$ cat config.mk
export PLATFORM = sky130hd
export DESIGN_NAME = dial_cmd_arbiter
export DESIGN_NICKNAME = d
export VERILOG_FILES = /design/src/rtl/dial_cmd_arbiter.sv
export SDC_FILE = /design/constraint.sdc
export NUM_CORES = 1
export LEC_CHECK = 0
export CAP_MARGIN = 25
export CORE_MARGIN = 10
export CORE_UTILIZATION = 50
export DETAILED_ROUTE_END_ITERATION = 12
export PLACE_DENSITY = 0.88
export SYNTH_ARGS = -nofsm -noshare
export SYNTH_HDL_FRONTEND = slang
export SYNTH_SLANG_ARGS = --single-unit
$ cat constraint.sdc
create_clock -name clk -period 4.1 [get_ports clk]
set_clock_uncertainty 0.2 [all_clocks]
set_input_delay 0.82 -clock clk [delete_from_list [all_inputs] [get_ports clk]]
set_output_delay 0.82 -clock clk [all_outputs]
set_load 0.005 [all_outputs]
$ cat src/rtl/dial_cmd_arbiter.sv
// dial_cmd_arbiter: two-requester round-robin arbiter offering dial commands to a core.
// Define ARB_STATS_EN to add saturating per-requester issued-command counters.
module dial_cmd_arbiter #(
    parameter int DIST_W = 16
) (
    input  logic              clk,
    input  logic              rst,
    input  logic              req0_valid,
    output logic              req0_ready,
    input  logic              req0_direction,
    input  logic [DIST_W-1:0] req0_distance,
    input  logic              req1_valid,
    output logic              req1_ready,
    input  logic              req1_direction,
    input  logic [DIST_W-1:0] req1_distance,
    output logic              core_valid,
    input  logic              core_ready,
    output logic              core_direction,
    output logic [DIST_W-1:0] core_distance,
    output logic              grant_id,
    output logic              busy
`ifdef ARB_STATS_EN
    ,
    output logic [15:0]       issued0_count,
    output logic [15:0]       issued1_count
`endif
);
    typedef enum logic {IDLE, ISSUE} state_t;
    state_t state_q, state_d;
    logic [1:0] slot_full_q, slot_full_d, slot_dir_q, slot_dir_d;
    logic [1:0][DIST_W-1:0] slot_dist_q, slot_dist_d;
    logic core_valid_q, core_valid_d, core_dir_q, core_dir_d;
    logic grant_q, grant_d, last_grant_q, last_grant_d;
    logic [DIST_W-1:0] core_dist_q, core_dist_d;
    logic [1:0] req_valid, req_dir;
    logic [1:0][DIST_W-1:0] req_dist;
    logic grant_sel, handshake;

    assign req_valid = {req1_valid, req0_valid};
    assign req_dir   = {req1_direction, req0_direction};
    assign req_dist  = {req1_distance, req0_distance};
    // On a tie the slot that did not win last time is served.
    assign grant_sel = &slot_full_q ? ~last_grant_q : slot_full_q[1];
    assign handshake = core_valid_q && core_ready;

    always_comb begin
        state_d      = state_q;
        slot_full_d  = slot_full_q;
        slot_dir_d   = slot_dir_q;
        slot_dist_d  = slot_dist_q;
        core_valid_d = core_valid_q;
        core_dir_d   = core_dir_q;
        core_dist_d  = core_dist_q;
        grant_d      = grant_q;
        last_grant_d = last_grant_q;
        if (state_q == IDLE && |slot_full_q) begin
            state_d                = ISSUE;
            core_valid_d           = 1'b1;
            core_dir_d             = slot_dir_q[grant_sel];
            core_dist_d            = slot_dist_q[grant_sel];
            grant_d                = grant_sel;
            last_grant_d           = grant_sel;
            slot_full_d[grant_sel] = 1'b0;
        end else if (state_q == ISSUE && handshake) begin
            state_d      = IDLE;
            core_valid_d = 1'b0;
        end
        for (int i = 0; i < 2; i++) begin
            if (req_valid[i] && !slot_full_q[i]) begin
                slot_full_d[i] = 1'b1;
                slot_dir_d[i]  = req_dir[i];
                slot_dist_d[i] = req_dist[i];
            end
        end
    end

    always_ff @(posedge clk) begin
        if (rst) begin
            state_q      <= IDLE;
            slot_full_q  <= '0;
            slot_dir_q   <= '0;
            slot_dist_q  <= '0;
            core_valid_q <= 1'b0;
            core_dir_q   <= 1'b0;
            core_dist_q  <= '0;
            grant_q      <= 1'b0;
            last_grant_q <= 1'b1;
        end else begin
            state_q      <= state_d;
            slot_full_q  <= slot_full_d;
            slot_dir_q   <= slot_dir_d;
            slot_dist_q  <= slot_dist_d;
            core_valid_q <= core_valid_d;
            core_dir_q   <= core_dir_d;
            core_dist_q  <= core_dist_d;
            grant_q      <= grant_d;
            last_grant_q <= last_grant_d;
        end
    end

    assign req0_ready     = ~slot_full_q[0];
    assign req1_ready     = ~slot_full_q[1];
    assign core_valid     = core_valid_q;
    assign core_direction = core_dir_q;
    assign core_distance  = core_dist_q;
    assign grant_id       = grant_q;
    assign busy           = |slot_full_q || core_valid_q;

`ifdef ARB_STATS_EN
    logic [1:0][15:0] cnt_q, cnt_d;

    always_comb begin
        cnt_d = cnt_q;
        if (handshake && cnt_q[grant_q] != 16'hFFFF)
            cnt_d[grant_q] = cnt_q[grant_q] + 16'd1;
    end

    always_ff @(posedge clk) begin
        if (rst) cnt_q <= '0;
        else cnt_q <= cnt_d;
    end

    assign issued0_count = cnt_q[0];
    assign issued1_count = cnt_q[1];
`endif
endmodule

Yosys cells after proc, flatten, opt, wreduce, memory -nomap -nowiden
Cells that the tools add are included.
{"block": "word_totals", "register_bits": 56, "latchBits": 0, "mem_bits_rw": 0, "mem_bits_ro": 0, "inputBits": 39, "elab_cells": 45, "n_memories": 0}
{"block": "classes", "addsub": 0, "n_mul": 0, "div_mod_pow": 0, "magnitude_cmp": 2, "eq_ne": 0, "shift": 0, "n_mux": 12, "bitwise": 6, "reduce_logical": 14}
{"operator": "2-to-1 mux 16 bit", "n": 2}
{"operator": "2-to-1 mux 1 bit", "n": 8}
{"operator": "logical AND 1 bit", "n": 6}
{"operator": "nonzero test 2 bit", "n": 3}
{"operator": "NOT 1 bit", "n": 4}
{"operator": "AND 2 bit", "n": 1}
{"operator": "logical NOT 1 bit", "n": 2}
{"operator": "less-than comparator 1 x 2 -> 1 bit (second input constant)", "n": 1}
{"operator": "2-to-1 mux 2 bit", "n": 1}
{"operator": "NOT 2 bit", "n": 1}
{"operator": "AND reduction 2 bit", "n": 1}
{"operator": "OR reduction 2 bit", "n": 1}
{"operator": "demux 1 bit (select 1 bit)", "n": 1}
{"operator": "greater-or-equal comparator 1 bit (second input constant)", "n": 1}
{"operator": "logical OR 1 bit", "n": 1}

Logic depth before layout (Yosys ltp)
Gate-level depths: netlist of run 1.
{"block": "depth", "word_depth": 10, "mapped_depth": 6, "ltp_nobuf": 3}

Worst setup path after synthesis of run 1
OpenSTA, ideal clock, no wires.
{"block": "synth_path", "path_type": "input port to flip-flop", "from": "input port rst", "to": "register core_dist_q[10] (netlist: core_distance[10])", "t_arrival_ns": 1.663, "required_time_ns": 3.778, "path_slack_ns": 2.115, "stages": 5, "n_path_buf": 2, "cell_sequence": "buf_4 nor2_1 and3_1 buf_2 a221o_1"}
{"item": "from (decl)", "line": "7", "text": "input logic rst,"}
{"item": "to (signal assigned)", "line": "95", "text": "core_dist_q <= core_dist_d;"}
{"item": "to (decl)", "line": "34", "text": "logic [DIST_W-1:0] core_dist_q, core_dist_d;"}

==> results of run 1 <==
==> cell usage in the layout (no fill, tap or decap), types with 2 or more instances in the layout <==
master and count:
a21oi_1 34, buf_4 2, and3_1 15, nand2_1 77, inv_1 4, nor2b_1 2, nand2b_1 3, a311oi_1 5
clkbuf_8 5, nor2_1 8, a221o_1 13, clkdlybuf4s50_1 60, dfxtp_1 56
==> power by group through the flow <==
stage / Clock (mW) / Combinational (mW) / Sequential, mW
CTS: 0.306 / 0.181 / 0.605
floorplan: 0 / 0.0992 / 0.611
finish: 0.307 / 0.179 / 0.605
global route: 0.326 / 0.198 / 0.611
detailed placement: 0 / 0.179 / 0.617
global placement: 0 / 0.174 / 0.616
==> worst max path at each step <==
stage	slack (ns)	end	startpoint
after floorplan	2.11	core_distance[10]	rst
after global placement	1.30	core_distance[5]	rst
after detailed placement	1.20	core_distance[2]	rst
after CTS	1.44	core_distance[3]	rst
after global routing	1.35	core_distance[6]	rst
final	1.50	core_distance[3]	rst
==> final cells by class <==
type,instances,area share (%)
Timing Repair Buffer,62,22.2
Tap cell,50,2.26
Clock buffer,5,2.48
Clock inverter,3,0.767
Inverter,4,0.541
Sequential cell,56,40.4
Multi-Input combinational cell,167,31.3
==> tightest hold or removal path: stages (launching register included) <==
cell     delay (ns)
dfxtp_1        0.32
nand2_1        0.05
a21oi_1        0.05
==> cells by family after synthesis <==
family,Yosys count
AOI/OAI and AO/OA,58
buffers and inverters,23
DFF,56
and+or+nand+nor,109
==> registers in the layout, summed over array words and instances, names as in the netlist <==
register        flops
core_distance      16
grant_id            1
core_direction      1
slot_full_q         2
slot_dir_q          2
last_grant_q        1
core_valid          1
slot_dist_q        32
==> per-layer routing <==
metal	track usage (%)	up-vias
li1	-	934
met1	17.2	850
met2	25.1	68
met3	3.54	7
met4	6.14	0
met5	0	-
==> per-stage QoR <==
step	cells	worst slack, ns	area, um2
CTS	347	1.44	2770
finish	347	1.50	2770
floorplan	246	2.11	2110
global placement	339	1.30	2680
global route	347	1.35	2770
detailed placement	339	1.20	2680
==> flow_metrics.tcl, run 1 <==
set metrics [dict create \
    cap_violations 0 \
    cts_max_path_buffers 2 \
    finalHoldViolations 0 \
    fin_nets 335 \
    endpoint_kind "flop" \
    clk_latency_ns 0.31 \
    fmax_mhz 385 \
    seq_power_share_pct 55.4 \
    synth_top_family_by_area "simple AND/OR/NAND/NOR gates" \
    initial_core_util_pct 52.1 \
    wl_per_cell_um 15.7 \
    path_buf_inv 1 \
    power_density_mw_per_mm2 393 \
    synth_commonest_cells "nand2_1, dfxtp_1, a21oi_1, and3_1, a221o_1" \
    netlist_area_mm2 0.00211 \
    status "completed" \
    die_h_um 85.0 \
    cts_buffers 5 \
    grt_util_all_layers_pct 14.8 \
    hold_start "slot_dist_q[17]" \
    fin_crit_sh_pct 63.3 \
    syn_to_final_growth_pct 31.2 \
    cts_hold_buf 0 \
    drive_gt1_share_pct 4.38 \
    synth.most_common_cell "nand2_1" \
    path_delay_family "simple AND/OR/NAND/NOR gates" \
    grt_overflow 0 \
    regArea_mm2 0.00112 \
    final_util_pct 68.4 \
    synth-edff-count 0 \
    grt_antenna_before_repair 0 \
    drcViolationCount 0 \
    netSwitchingFraction_pct 27.1 \
    synth_top_flop_cell "dfxtp_1" \
    synth_area_leaders "dfxtp_1, nand2_1, a21oi_1" \
    vdd_drop_max_mv 0.243 \
    finalPower_mw 1.09 \
    crit_type "in2reg" \
    dp_hpwl_um 3830 \
    wl_met3_um 402 \
    ios 61 \
    rsz0062_at_grt "no" \
    synthMuxAreaShare_pct 0 \
    yosys.area.top_type "dfxtp_1" \
    num_antenna_cells 0 \
    post_cts_resized 0 \
    pwr-share-clk_pct 28.2 \
    synth_fa_ha_area_share_pct 0 \
    p_comb_share_pct 16.4 \
    synth_compound_area_share_pct 18.8 \
    synth_warnings 0 \
    fin_setup_tns_ns 0 \
    drt_wl_total_um 5450 \
    slew_headroom_pct 48.8 \
    dr.pass1.iters 4 \
    io_buffer_count 60 \
    intPower_uw 795 \
    min_period_ns 2.60 \
    async_flop_share_pct 0 \
    root_buffer "clkbuf_8" \
    r2r_start "core_valid" \
    synthXorXnorAreaFrac_pct 0 \
    routedLengthMet1_um 2240 \
    power.switching_uw 296 \
    via_per_inst 5.36 \
    synth_nets 285 \
    place.gp.congestion 0.785 \
    timing.rr.end "core_distance[3]" \
    core_mm2 0.00406 \
    dieArea_mm2 0.00723 \
    synth_seq_area_share_pct 53.0 \
    netlist.area_leader.share_pct 53.0 \
    crit_arrival_ns 2.65 \
    vias 1859 \
    critical_path_required_ns 4.15 \
    ys_seq_elements 56 \
    worst_pin_slew_ns 0.765 \
    grt_pass1_wl_um 8910 \
    hold_path.class "reg2reg" \
    path_max_fanout 14 \
    cts_setup_buffers 0 \
    grt_max_degree 43 \
    fill_cells 336 \
    hold_slack_ns 0.262 \
    reg2reg_slack_ns 2.05 \
    min_delay_path_depth 2 \
    min_to "slot_dist_q[17]" \
    yosys.cell_types.count 24 \
    setup_viol 0 \
    path_cells "clkdlybuf4s50_1, nor2_1, and3_1, a221o_1" \
    slowest_stage "nor2_1" \
    wl_met2_um 2710 \
    drtIter0Drc 163 \
    num_rows 23 \
    clkTransAtPathRegs_ns 0.10 \
    netlist_instances 246 \
    ant_nets 0 \
    leakagePower_nw 1.09 \
    synth-simple-area-share_pct 22.4 \
    multiInputGateArea_um2 870 \
    dr.max_layer_used "met4" \
    cts.sinks 56 \
    grt_pass1_vias 1854 \
    cts_tree "built" \
    cp_num_cells 4 \
    cts-htree-levels 2 \
    die_w_um 85.0 \
    slowest_delay_ns 0.59 \
    maxSlewViolCount 0 \
    worst_setup_path_start_kind "primary input" \
    synth_area_per_cell_um2 8.60 \
    reg2reg_depth 3 \
]
(Power assumes the default switching activity.)
==> run 2: changes to the inputs <==
--- a/config.mk
+++ b/config.mk
@@ -7,9 +7,9 @@
 export LEC_CHECK = 0
 export CAP_MARGIN = 25
 export CORE_MARGIN = 10
-export CORE_UTILIZATION = 50
+export CORE_UTILIZATION = 46
 export DETAILED_ROUTE_END_ITERATION = 12
-export PLACE_DENSITY = 0.88
+export PLACE_DENSITY = 0.82
 export SYNTH_ARGS = -nofsm -noshare
 export SYNTH_HDL_FRONTEND = slang
 export SYNTH_SLANG_ARGS = --single-unit
==> constraint.sdc (replaced) <==
create_clock -name clk -period 2.6 [get_ports clk]
set_clock_uncertainty 0.2 [all_clocks]
set_input_delay 0.52 -clock clk [delete_from_list [all_inputs] [get_ports clk]]
set_output_delay 0.52 -clock clk [all_outputs]
set_load 0.005 [all_outputs]
==> flow_metrics.tcl, run 2 (synthesis gave the netlist of run 1 again) <==
set metrics [dict create \
    grt_max_degree 43 \
    core_mm2 0.00441 \
    hold_path.class "reg2reg" \
    grt_util_all_layers_pct 14.5 \
    most-common-layout-cells "nand2_1, clkdlybuf4s50_1, dfxtp_1, a21oi_1, and3_1" \
    ant_nets 0 \
    hold_slack_ns 0.254 \
    largest_register "slot_dist_q" \
    cts_hold_buf 0 \
    grt_pass1_wl_um 8930 \
    rsz0062_at_grt "no" \
    fin_setup_tns_ns 0 \
    endpoint_kind "primary output" \
    path_delay_family "buffers and inverters" \
    status "completed" \
    vdd_drop_max_mv 0.370 \
    io_buffer_count 60 \
    drcViolationCount 0 \
    dr.pass1.iters 5 \
    fin_nets 337 \
    ios 61 \
    dieArea_mm2 0.00771 \
    grt_pass1_vias 1890 \
    clkTransAtPathRegs_ns 0.10 \
    path_max_fanout 9 \
    drive_gt1_share_pct 5.02 \
    worst_pin_slew_ns 0.693 \
    crit_arrival_ns 1.55 \
    cts-htree-levels 2 \
    clk_latency_ns 0.32 \
    dp_hpwl_um 3840 \
    path_cells "inv_1, nand3_1, clkdlybuf4s50_1" \
    slowest_delay_ns 0.51 \
    cts_tree "built" \
    leakagePower_nw 1.12 \
    drtIter0Drc 74 \
    cts_max_path_buffers 2 \
    crit_type "reg2out" \
    drt_wl_total_um 5430 \
    root_buffer "clkbuf_8" \
    slew_headroom_pct 53.6 \
    critical_path_required_ns 1.88 \
    power_density_mw_per_mm2 656 \
    largest_reg_flops 32 \
    finalHoldViolations 0 \
    cts.sinks 56 \
    setup_viol 0 \
    die_h_um 87.8 \
    final_util_pct 64.1 \
    fmax_mhz 440 \
    final_common_cell "nand2_1" \
    fin_area_mm2 0.00283 \
    slowest_stage "clkdlybuf4s50_1" \
    grt_overflow 0 \
    syn_to_final_growth_pct 33.7 \
    cap_violations 0 \
    via_per_inst 5.25 \
    wl_per_cell_um 15.5 \
    num_rows 24 \
    worst_setup_path_start_kind "flop" \
    maxSlewViolCount 0 \
    min_period_ns 2.27 \
    vias 1842 \
    num_antenna_cells 0 \
    place.gp.congestion 0.752 \
    die_w_um 87.8 \
    cts_buffers 5 \
    fin_crit_sh_pct 87.4 \
    path_buf_inv 2 \
    placed_cell_area_mm2 0.00270 \
    grt_antenna_before_repair 0 \
    cts_setup_buffers 0 \
    initial_core_util_pct 47.9 \
    post_cts_resized 0 \
]
[run 2: changes by cell type in the layout (fill, tap and decap cells not counted)]
| cell | previous run | this run |
|---|---|---|
| clkbuf_8 | 5 | 7 |
| inv_6 | 1 | 0 |
| bufinv_16 | 0 | 1 |
| buf_4 | 2 | 4 |
| clkinvlp_4 | 1 | 0 |
| clkinv_2 | 1 | 0 |
[run 2: cell type report]
type / instances / area (um2)
clock buffers: 7 / 96.3
clock inverters: 1 / 30.0
fillers: 391 / 1590
inverters: 4 / 15.0
multi-input cells: 167 / 870
flip-flops and latches: 56 / 1120
well taps: 52 / 65.1
repair buffers: 64 / 631
[run 2: per-layer routing]
layer	vias up	global-route usage, %	wire length (um)
met1	844	15.3	2190
met5	-	0	0
li1	938	-	-
met2	50	25.4	2750
met3	10	5.48	363
met4	0	6.09	121
[run 2: worst paths after layout]
check                                startpoint                to  slack (ns)  cells past startpoint
worst max register to register       core_valid  core_distance[8]        0.58                      3
worst min register to register  slot_dist_q[26]   slot_dist_q[26]        0.25                      2
worst min-delay path            slot_dist_q[26]   slot_dist_q[26]        0.25                      2
worst max-delay path             slot_full_q[0]              busy        0.33                      3
[run 2: where the power goes]
group / internal (mW) / leakage, nW / switching, mW
sequential: 0.916 / 0.459 / 0.0386
clock: 0.340 / 0.0645 / 0.276
combinational: 0.150 / 0.599 / 0.135
total: 1.41 / 1.12 / 0.450
[run 2: through the flow]
stage | worst slack (ns) | total power [mW] | std cells
after global placement | 0.0927 | 1.25 | 343
after detailed placement | 0.0199 | 1.26 | 343
after CTS | 0.319 | 1.87 | 351
after global routing | 0.222 | 1.94 | 351
final | 0.327 | 1.86 | 351
after floorplan | 0.915 | 1.12 | 246
[run 2: worst register-to-register path, cell delays in order, from the launching register on]
cell and delay, ns:
dfxtp_1 0.38, nor2_1 0.57, and3_1 0.58, a221o_1 0.24
==> run 3: changes to the inputs <==
--- a/config.mk
+++ b/config.mk
@@ -8,6 +8,7 @@
 export CAP_MARGIN = 25
 export CORE_MARGIN = 10
 export CORE_UTILIZATION = 46
+export CTS_CLUSTER_SIZE = 14
 export DETAILED_ROUTE_END_ITERATION = 12
 export PLACE_DENSITY = 0.82
 export SYNTH_ARGS = -nofsm -noshare
==> results of run 3 <==
No change in the layout: final DEF, timing and power equal those of run 2.
